--- src/rtl/bit_count_pipe.sv ---
// Two-stage pipelined CLZ/CLO/CTZ/POPCNT unit with valid/ready handshake and flush.
// Stage 1 normalises the operand and reduces it to per-group run/pop counts; stage 2 sums them.
module bit_count_pipe #(
    parameter  int WIDTH = 32,
    parameter  int GROUP = 8,
    localparam int CW    = $clog2(WIDTH) + 1
) (
    input  logic             clk,
    input  logic             rst,
    input  logic             flush,
    input  logic             in_valid,
    output logic             in_ready,
    input  logic [1:0]       in_op,
    input  logic [WIDTH-1:0] in_value,
    input  logic [4:0]       in_tag,
    output logic             out_valid,
    input  logic             out_ready,
    output logic [CW-1:0]    out_count,
    output logic [4:0]       out_tag,
    output logic             out_all
);

    localparam int N  = WIDTH / GROUP;
    localparam int GW = $clog2(GROUP) + 1;

    typedef enum logic [1:0] {
        OP_CLZ = 2'b00,
        OP_CLO = 2'b01,
        OP_CTZ = 2'b10,
        OP_POP = 2'b11
    } op_e;

    logic          s1_valid;
    op_e           s1_op;
    logic [4:0]    s1_tag;
    logic [GW-1:0] s1_run [N];
    logic [GW-1:0] s1_pop [N];
    logic          s2_valid;

    logic          s1_adv;
    logic          s2_adv;
    logic          accept;

    logic [WIDTH-1:0] rev;
    logic [WIDTH-1:0] norm;
    logic [GW-1:0]    run_d [N];
    logic [GW-1:0]    pop_d [N];
    logic             seen;

    logic [CW-1:0]    lead_sum;
    logic [CW-1:0]    pop_sum;
    logic [CW-1:0]    count_d;
    logic             stop;

    assign s2_adv    = !s2_valid || out_ready;
    assign s1_adv    = !s1_valid || s2_adv;
    assign in_ready  = s1_adv && !flush;
    assign accept    = in_valid && in_ready;
    assign out_valid = s2_valid;

    // Every op is reduced to counting leading ones (or plain ones for POPCNT).
    always_comb begin
        rev = '0;
        for (int unsigned i = 0; i < WIDTH; i++) begin
            rev[i] = in_value[WIDTH-1-i];
        end
        case (op_e'(in_op))
            OP_CLZ:  norm = ~in_value;
            OP_CLO:  norm = in_value;
            OP_CTZ:  norm = ~rev;
            default: norm = in_value;
        endcase
        run_d = '{default: '0};
        pop_d = '{default: '0};
        seen  = 1'b0;
        for (int unsigned g = 0; g < N; g++) begin
            seen = 1'b0;
            for (int unsigned b = 0; b < GROUP; b++) begin
                if (norm[g*GROUP + GROUP - 1 - b]) begin
                    pop_d[g] = pop_d[g] + GW'(1);
                    if (!seen) begin
                        run_d[g] = run_d[g] + GW'(1);
                    end
                end else begin
                    seen = 1'b1;
                end
            end
        end
    end

    // Leading run continues into the next lower group only while groups are full.
    always_comb begin
        lead_sum = '0;
        pop_sum  = '0;
        stop     = 1'b0;
        for (int unsigned g = 0; g < N; g++) begin
            if (!stop) begin
                lead_sum = lead_sum + CW'(s1_run[N-1-g]);
                if (s1_run[N-1-g] != GW'(GROUP)) begin
                    stop = 1'b1;
                end
            end
            pop_sum = pop_sum + CW'(s1_pop[g]);
        end
        count_d = (s1_op == OP_POP) ? pop_sum : lead_sum;
    end

    always_ff @(posedge clk or posedge rst) begin
        if (rst) begin
            s1_valid  <= 1'b0;
            s1_op     <= OP_CLZ;
            s1_tag    <= '0;
            s1_run    <= '{default: '0};
            s1_pop    <= '{default: '0};
            s2_valid  <= 1'b0;
            out_count <= '0;
            out_tag   <= '0;
            out_all   <= 1'b0;
        end else if (flush) begin
            s1_valid <= 1'b0;
            s2_valid <= 1'b0;
        end else begin
            if (s2_adv) begin
                s2_valid <= s1_valid;
                if (s1_valid) begin
                    out_count <= count_d;
                    out_tag   <= s1_tag;
                    out_all   <= (count_d == CW'(WIDTH));
                end
            end
            if (s1_adv) begin
                s1_valid <= in_valid;
                if (accept) begin
                    s1_op  <= op_e'(in_op);
                    s1_tag <= in_tag;
                    s1_run <= run_d;
                    s1_pop <= pop_d;
                end
            end
        end
    end

endmodule

--- config.mk ---
export PLATFORM = sky130hd
export DESIGN_NAME = bit_count_pipe
export DESIGN_NICKNAME = d
export VERILOG_FILES = /design/src/rtl/bit_count_pipe.sv
export SDC_FILE = /design/constraint.sdc
export NUM_CORES = 1
export LEC_CHECK = 0
export BUFFER_PORTS_ARGS = -buffer_cell sky130_fd_sc_hd__buf_4
export CORE_MARGIN = 8
export CORE_UTILIZATION = 55
export DETAILED_ROUTE_END_ITERATION = 16
export PLACE_DENSITY = 0.8
export REMOVE_ABC_BUFFERS = 1
export SLEW_MARGIN = 25
export SYNTH_ARGS = -nofsm -noshare
export SYNTH_HDL_FRONTEND = slang
export SYNTH_SLANG_ARGS = --single-unit
--- constraint.sdc ---
create_clock -name clk -period 3.8 [get_ports clk]
set_input_delay 0.57 -clock clk [delete_from_list [all_inputs] [get_ports clk]]
set_output_delay 0.57 -clock clk [all_outputs]
set_load 0.02 [all_outputs]
==> run metrics, run 1 <==
CTS buffer count 5; HPWL after DPL 15390 microns; filler cell count 536; Area contributors post-synth dfrtp_1, ha_1, nand2_1, mux2i_1, xnor2_1; ys async rst share 1.000; Total GRT Usage 0.3192; Mean Syn Cell Area 8.200 sq um; Worst Hold Class input pin to asynchronous set/reset pin; PnR worst setup slack -1.287 ns; diode count 0; most frequent cells in the layout buf_4, nand2_1, dfrtp_1, o21ai_0, mux2i_1; library cells used by synthesis 82; dpl cells 1297; Slew Viols, Final 0; Synth top area share 0.1799; Slowest-stage cell, CP mux2i_1; via count 10010; Post-DRT Antenna Nets 0; max-capacitance violation count 0; CORE AREA 13190 sq um; Synth area leader dfrtp_1; die area 17360 sq um; CP startpoint kind input pin; TritonCTS clock tree yes; EDFF count, synth 0; WP buf/inv 5; Area growth syn-to-layout 56.40%; drt drc 0; VDD IR max 0.3610 mV; Gate Count Post-Synth 899; # clock sinks 53; dpl cell area 9336 sq um; final setup vio count 29; unrepaired setup endpoints after global routing true; H-tree depth 2; warnings from Yosys 0; Nets 1339; tightest hold margin 0.3612 ns; layout cells sized above 1 0.4717; status complete, but fails checks; CP top delay family multiplexers; clock slew at reported path FFs 0.08 ns; die width 131.8 microns; crit path cell chain buf_12 -> buf_6 -> buf_4 -> mux2i_1 -> mux2i_2 -> nand2_1 -> mux2i_2 -> inv_1 -> ha_4 -> nand2_4 -> a31oi_4 -> ha_4 -> mux2_4 -> ha_4 -> nand2_2 -> a31oi_4 -> buf_4 -> nand4_1 -> a211o_1 -> nand3_2; mean number of vias per cell 7.176; post-layout minimum cycle time 5.087 ns; crit path capture type flip-flop; mean routed wirelength per cell 28.04 microns; GP Congestion 0.8842; Leakage 5.366 nW; num rows 42; Mapped Area 7372 sq um; Worst Clk Skew 0.01273 ns; vias in the first global route 9006; Total Wirelength 39120 microns; Seq/Total Area, Yosys 0.1799; CP Data Required Time 4.05 ns; endpoints failing hold 0; starting density of the core 0.5589; Power, Total 5.857 mW; die height 131.8 microns; Crit Path Category input pin to flip-flop; fin util 0.8741; maximum single-stage delay on the critical path 0.58 ns; GRT Residual Overflow 0; design area 11530 sq um; initial antenna violation count 0; I/O Buffers 57; Worst-Margin Slew 1.426 ns; initial drt markers 2017; fmax 196.6 MHz; clock tree buffer depth 2; fin cells 1395; first-pass GRT wire length 46140 microns; crit path DAT 5.34 ns; num ports 58; Clock Tree Root clkbuf_16; PD cells 508.0 nW/um^2; Pre-antenna DRT Iters 7; largest net degree at the start of global routing 71; Hold Buf Count CTS 0; Tcrit/Tclk final 1.339; CP Max Fanout 6; most common cell after layout, fill and taps aside buf_4; post-synthesis register bit count 53; crit-path most repeated cell ha_4; top_reg_cell synth dfrtp_1; failing checks negative setup slack; Worst-Skew Late Latency 0.32 ns; Slew headroom 0.04926
[synthesized netlist by cell type, types with 7 or more instances]
cell / n
xnor2_1: 51
nand2_1: 159
nand3_1: 15
and3_1: 9
a31oi_1: 8
o21ai_1: 10
o21ai_0: 63
dfrtp_1: 53
nand2b_1: 10
xor2_1: 24
mux2i_1: 51
fa_1: 11
o21a_1: 9
inv_1: 43
or3_1: 8
nor3b_1: 7
nor3_1: 14
a21oi_1: 41
mux2_2: 29
nor2_1: 43
nor2b_1: 23
nand4_1: 9
clkbuf_1: 18
ha_1: 66
[cells by family (layout without fill, tap and decap cells)]
kind of cell | after synthesis | in the layout | synth area share
buffers and inverters | 77 | 397 | 0.04498
multiplexers | 86 | 86 | 0.1263
adder cells (fa/ha/maj) | 77 | 77 | 0.1419
AO/OA/AOI/OAI | 187 | 187 | 0.1628
XOR/XNOR | 87 | 87 | 0.1239
AND/OR/NAND/NOR | 332 | 332 | 0.2203
flip-flops | 53 | 53 | 0.1799
[through the flow]
step                setup TNS, ns  setup WS (ns)
finish                     -18.75         -1.287
global route               -21.20         -1.275
CTS                        -8.993        -0.4939
detailed placement         -25.02         -1.163
global placement           -21.29         -1.050
floorplan                  -13.57        -0.7465
[area by class of cell]
class	instances	area (sq um)	share of cell area
Timing Repair Buffer	342	2648	0.2296
Clock inverter	1	8.758	0.0007596
Tap cell	176	220.2	0.01910
Inverter	47	186.4	0.01617
Multi-Input combinational cell	769	6988	0.6061
Clock buffer	7	152.6	0.01324
Sequential cell	53	1326	0.1150
[power by group]
part / switching [mW] / internal (mW)
sequential: 0.153 / 0.698
combinational: 2.46 / 2.02
clock: 0.240 / 0.284
[path summary, 6_finish.rpt]
check | startpoint | end | slack [ns] | cells past startpoint
min in group clk | flush | s1_valid | 0.45 | 2
hold / removal | rst | out_tag[0] | 0.36 | 2
hold reg to reg | s1_tag[3] | out_tag[3] | 0.48 | 2
max in group asynchronous | rst | s1_pop[0] | 3.01 | 2
setup / recovery | in_op[1] | s1_run[11] | -1.29 | 20
setup reg to reg | s1_run[4] | out_all | -0.19 | 19
[state kept, by name, summed over array words and instances, names as in the netlist, 2 cells and up]
register,flops
out_count,6
out_tag,5
s1_op,2
s1_pop,16
s1_run,16
s1_tag,5
[layer usage]
metal  vias to the layer above  GRT usage  share of wire
li1                       3809          -              -
met1                      4548     0.3513           0.32
met2                      1182     0.5432           0.42
met3                       470    0.07889           0.15
met4                         2     0.2023           0.11
met5                         -          0         0.0012
[what timing repair did]
| action | 4_1_cts | 5_1_grt |
|---|---|---|
| setup buffers | 73 | 23 |
| pin swaps | 85 | 92 |
| resized for setup | 115 | 147 |
| setup endpoints to repair | 25 | 28 |
Note: power is estimated with default switching activity, not from simulation.
==> run 2: changes to the inputs <==
--- a/config.mk
+++ b/config.mk
@@ -6,10 +6,10 @@
 export NUM_CORES = 1
 export LEC_CHECK = 0
 export BUFFER_PORTS_ARGS = -buffer_cell sky130_fd_sc_hd__buf_4
-export CORE_MARGIN = 8
-export CORE_UTILIZATION = 55
+export CORE_MARGIN = 2
+export CORE_UTILIZATION = 40
 export DETAILED_ROUTE_END_ITERATION = 16
-export PLACE_DENSITY = 0.8
+export PLACE_DENSITY = 0.6
 export REMOVE_ABC_BUFFERS = 1
 export SLEW_MARGIN = 25
 export SYNTH_ARGS = -nofsm -noshare
==> constraint.sdc (replaced) <==
create_clock -name clk -period 5 [get_ports clk]
set_input_delay 0.75 -clock clk [delete_from_list [all_inputs] [get_ports clk]]
set_output_delay 0.75 -clock clk [all_outputs]
set_load 0.02 [all_outputs]
==> run metrics, run 2 (synthesis results as in run 1) <==
PD cells 322.5 nW/um^2; worst reg2reg path startpoint s1_run[0]; Area growth syn-to-layout 18.81%; Worst-Skew Late Latency 0.29 ns; HPWL after DPL 13720 microns; Worst setup startpoint in_op[1]; most frequent cells in the layout nand2_1, buf_4, ha_1, o21ai_0, dfrtp_1; post-CTS repair timing setup buffer count 0; I/O Buffers 57; post-layout minimum cycle time 4.703 ns; num ports 58; final setup vio count 0; design area 8758 sq um; diode count 0; Resize count post-CTS 0; dpl cell area 8577 sq um; setup TNS 0 ns; Worst-Margin Slew 0.7085 ns; Post-DRT Antenna Nets 0; mean number of vias per cell 5.142; initial antenna violation count 0; Slew Viols, Final 0; TritonCTS clock tree yes; Slew headroom 0.5277; layout cells sized above 1 0.2153; clock slew at reported path FFs 0.07 ns; initial drt markers 316; CTS buffer count 5; status completed; most common cell after layout, fill and taps aside nand2_1; vias in the first global route 6110; tightest hold margin 0.4678 ns; Worst Clk Skew 0.005833 ns; num rows 49; worst hold path endpoint out_tag[2]; clock tree buffer depth 2; CORE AREA 18020 sq um; GP Congestion 0.8282; CP startpoint kind input pin; max-capacitance violation count 0; Pre-antenna DRT Iters 4; Worst Hold Class flip-flop to flip-flop; crit path capture type flip-flop; Hold Buf Count CTS 0; Clock Tree Root clkbuf_16; Hold Crit Depth 2; largest net degree at the start of global routing 54; DP Worst Slack -0.1185 ns; mean routed wirelength per cell 13.58 microns; Tcrit/Tclk final 0.9406; GRT Residual Overflow 0; VDD IR max 0.2052 mV; Worst R2R End out_all; filler cell count 1733; fmax 212.6 MHz; CP Data Required Time 5.17 ns; endpoints failing hold 0; via count 6407; Hold Path Origin s1_tag[2]; H-tree depth 2; # clock sinks 53; Nets 1137; Crit Path Category input pin to flip-flop; crit path DAT 4.87 ns; starting density of the core 0.4090; biggest regs s1_pop (16), s1_run (16), out_count (6); Reg2Reg Setup Slack 0.79 ns; Reg2Reg Depth 19; Leakage 4.128 nW; die height 139.8 microns; Total Wirelength 16920 microns; drt drc 0; die area 19530 sq um; PnR worst setup slack 0.2972 ns; CP Max Fanout 12; die width 139.8 microns; Total GRT Usage 0.1759; first-pass GRT wire length 29270 microns
==> run 2: worst max-delay path: stages <==
cell	delay (ns)
buf_4	0.18
buf_4	0.23
mux2i_1	0.20
a21oi_1	0.12
ha_1	0.22
mux2_2	0.28
ha_1	0.30
inv_1	0.08
a21oi_1	0.06
ha_1	0.30
mux2i_1	0.07
a21oi_1	0.29
ha_1	0.30
mux2_2	0.27
ha_1	0.27
nand2_1	0.07
a31oi_2	0.28
ha_1	0.27
mux2i_1	0.19
o21ai_0	0.10
==> run 2: through the flow <==
| stage | total power [mW] | utilization | std cells |
|---|---|---|---|
| after floorplan | 1.896 | - | 869 |
| after global placement | 2.434 | 0.4756 | 1238 |
| after detailed placement | 2.478 | 0.4758 | 1238 |
| after CTS | 2.834 | 0.4838 | 1246 |
| after global routing | 3.138 | 0.4859 | 1246 |
| final | 2.825 | 0.4859 | 1246 |
==> run 2: worst max path at each step <==
stage | to | slack [ns] | cells after the start
final | s1_run[1] | 0.30 | 20
after global routing | s1_run[2] | -0.02 | 21
after CTS | s1_run[13] | 0.19 | 22
after detailed placement | s1_run[13] | -0.12 | 22
after global placement | s1_run[13] | -0.05 | 22
after floorplan | s1_pop[11] | 0.27 | 22
==> run 2: layout make-up <==
cell class / count / area (sq um) / area share
Timing Repair Buffer: 140 / 1067 / 0.1219
Tap cell: 229 / 286.5 / 0.03271
Clock buffer: 6 / 128.9 / 0.01471
Sequential cell: 53 / 1326 / 0.1514
Multi-Input combinational cell: 769 / 5756 / 0.6571
Clock inverter: 2 / 15.01 / 0.001714
Inverter: 47 / 178.9 / 0.02043
==> run 2: routing by layer <==
layer	GRT usage	wire, microns	vias to the layer above
li1	-	-	3420
met1	0.2594	8724	2907
met2	0.2850	7669	68
met3	0.01583	375	12
met4	0.02947	149	0
met5	0	0	-
==> run 2: report_power, final <==
group          switching, mW  leakage (nW)  internal, mW  total [mW]
logic                  0.951          3.38         0.917        1.87
clock network          0.154        0.0631         0.186       0.340
registers             0.0859         0.690         0.531       0.617
total                   1.19          4.13          1.63        2.83
==> run 3: changes to the inputs <==
--- a/config.mk
+++ b/config.mk
@@ -7,9 +7,10 @@
 export LEC_CHECK = 0
 export BUFFER_PORTS_ARGS = -buffer_cell sky130_fd_sc_hd__buf_4
 export CORE_MARGIN = 2
-export CORE_UTILIZATION = 40
+export CORE_UTILIZATION = 45
+export CTS_CLUSTER_DIAMETER = 80
 export DETAILED_ROUTE_END_ITERATION = 16
-export PLACE_DENSITY = 0.6
+export PLACE_DENSITY = 0.66
 export REMOVE_ABC_BUFFERS = 1
 export SLEW_MARGIN = 25
 export SYNTH_ARGS = -nofsm -noshare
==> run metrics, run 3 (synthesis results as in run 1) <==
Post-DRT Antenna Nets 0; first-pass GRT wire length 28520 microns; worst hold path endpoint out_tag[2]; biggest regs s1_pop (16), s1_run (16), out_count (6); Worst R2R End out_all; starting density of the core 0.4624; Tcrit/Tclk final 0.9373; crit-path most repeated cell ha_1; num ports 58; design area 8667 sq um; most common cell after layout, fill and taps aside nand2_1; unrepaired setup endpoints after global routing true; status completed; max-capacitance violation count 0; I/O Buffers 57; CORE AREA 15940 sq um; layout cells sized above 1 0.2056; Worst-Skew Late Latency 0.29 ns; Multi-input gate area 5767 sq um; Power, Total 2.851 mW; most frequent cells in the layout nand2_1, buf_4, ha_1, o21ai_0, dfrtp_1; mean routed wirelength per cell 13.47 microns; clock share of power 0.134; largest net degree at the start of global routing 71; Clock Tree Root clkbuf_16; Slew Viols, Final 0; endpoints failing hold 0; VDD IR max 0.2123 mV; Worst Clk Skew 0.003128 ns; Sw Ratio 0.4147; internal power 1.669 mW; die area 17420 sq um; setup TNS 0 ns; final setup vio count 0; Total Wirelength 16410 microns; Slew headroom 0.3502; num rows 46; worst reg2reg path startpoint s1_run[0]; Reg2Reg Depth 19; Leakage 4.090 nW; Area growth syn-to-layout 17.57%; post-layout minimum cycle time 4.687 ns; DP Worst Slack -0.1508 ns; crit path DAT 4.84 ns; Hold Path Origin s1_tag[2]; CTS buffer count 5; clock tree buffer depth 2; Hold Buf Count CTS 0; maximum single-stage delay on the critical path 0.34 ns; CP Data Required Time 5.15 ns; sw power 1.182 mW; diode count 0; drt drc 0; Seq. cell area 1326 sq um; Reg power frac 0.216; Total GRT Usage 0.1898; H-tree depth 2; CP Max Fanout 7; die width 132.0 microns; Pre-antenna DRT Iters 4; Hold Crit Depth 2; filler cell count 1463; via count 6425; TritonCTS clock tree yes; mean number of vias per cell 5.275; Crit Path Category input pin to flip-flop; Slowest-stage cell, CP mux2_2; HPWL after DPL 13380 microns; GRT Residual Overflow 0; Nets 1123; vias in the first global route 6037; die height 132.0 microns; combinational share of power 0.650; dpl cell area 8446 sq um; fmax 213.4 MHz; initial antenna violation count 0; clock slew at reported path FFs 0.07 ns; Worst-Margin Slew 0.9476 ns; GP Congestion 0.8726; crit path capture type flip-flop; PnR worst setup slack 0.3133 ns; # clock sinks 53; Reg2Reg Setup Slack 0.87 ns; initial drt markers 335; crit path cell chain buf_4 -> mux2_2 -> o21ai_1 -> inv_1 -> ha_1 -> or2_2 -> a21oi_2 -> nand2b_1 -> ha_1 -> o22a_1 -> ha_1 -> nand2_1 -> nand2_1 -> ha_1 -> nor2_2 -> a31oi_2 -> ha_1 -> mux2_2 -> ha_1 -> mux2i_1 -> o21ai_0; CP startpoint kind input pin; Worst Hold Class flip-flop to flip-flop; PD cells 328.9 nW/um^2
[run 3: cell types whose count changed in the layout (fill, tap and decap cells not counted), sizes merged]
cell / previous run / this run
clkbuf: 6 / 5
clkinvlp: 2 / 0
clkinv: 0 / 1
buf: 140 / 126
bufinv: 0 / 1
[run 3: critical path: cells and delay by family]
family | cells | cell delay (ns)
muxes | 3 | 0.75
buffers and inverters | 2 | 0.23
adders and majority gates | 6 | 1.66
and+or+nand+nor | 5 | 0.74
AOI/OAI and AO/OA | 5 | 0.68
[run 3: worst max-delay path by stage]
stage	startpoint	endpoint	slack, ns	cells after the start
global placement	in_op[1]	s1_run[13]	0.04	22
floorplan	in_op[1]	s1_pop[11]	0.27	22
global route	in_op[1]	s1_pop[7]	-0.04	23
detailed placement	in_op[1]	s1_pop[7]	-0.15	23
finish	in_op[1]	s1_pop[9]	0.31	21
CTS	in_op[1]	s1_pop[7]	0.14	23
[run 3: final cells by class]
| cell class | instances | area share |
|---|---|---|
| Tap cell | 216 | 0.03118 |
| Clock buffer | 5 | 0.01444 |
| Clock inverter | 2 | 0.004042 |
| Timing Repair Buffer | 126 | 0.1110 |
| Inverter | 47 | 0.02093 |
| Sequential cell | 53 | 0.1530 |
| Multi-Input combinational cell | 769 | 0.6654 |
[run 3: power groups by stage]
stage	clock (mW)	combinational, mW	sequential [mW]
3_3_place_gp	0	1.77	0.624
5_1_grt	0.408	2.11	0.632
4_1_cts	0.388	1.83	0.618
3_5_place_dp	0	1.81	0.626
6_report	0.382	1.85	0.616
2_1_floorplan	0	1.27	0.631
[run 3: stage by stage]
| step | utilization | hold WS (ns) | cells |
|---|---|---|---|
| 3_5_place_dp | 0.5297 | 0.4559 | 1210 |
| 6_report | 0.5436 | 0.4732 | 1218 |
| 5_1_grt | 0.5436 | 0.4978 | 1218 |
| 4_1_cts | 0.5398 | 0.4728 | 1217 |
| 2_1_floorplan | - | 0.4386 | 869 |
| 3_3_place_gp | 0.5296 | 0.4461 | 1210 |
[run 3: timing repair]
action	4_1_cts	5_1_grt
resized for setup	0	14
endpoints found under the setup margin	0	12
setup buffers	0	1
[run 3: per-layer routing]
metal / global-route usage / up-vias / part of all wire
met5: 0 / - / 0
met4: 0.02597 / 0 / 0.0057
met3: 0.01730 / 8 / 0.017
met2: 0.3044 / 51 / 0.44
met1: 0.2838 / 2974 / 0.54
li1: - / 3392 / -
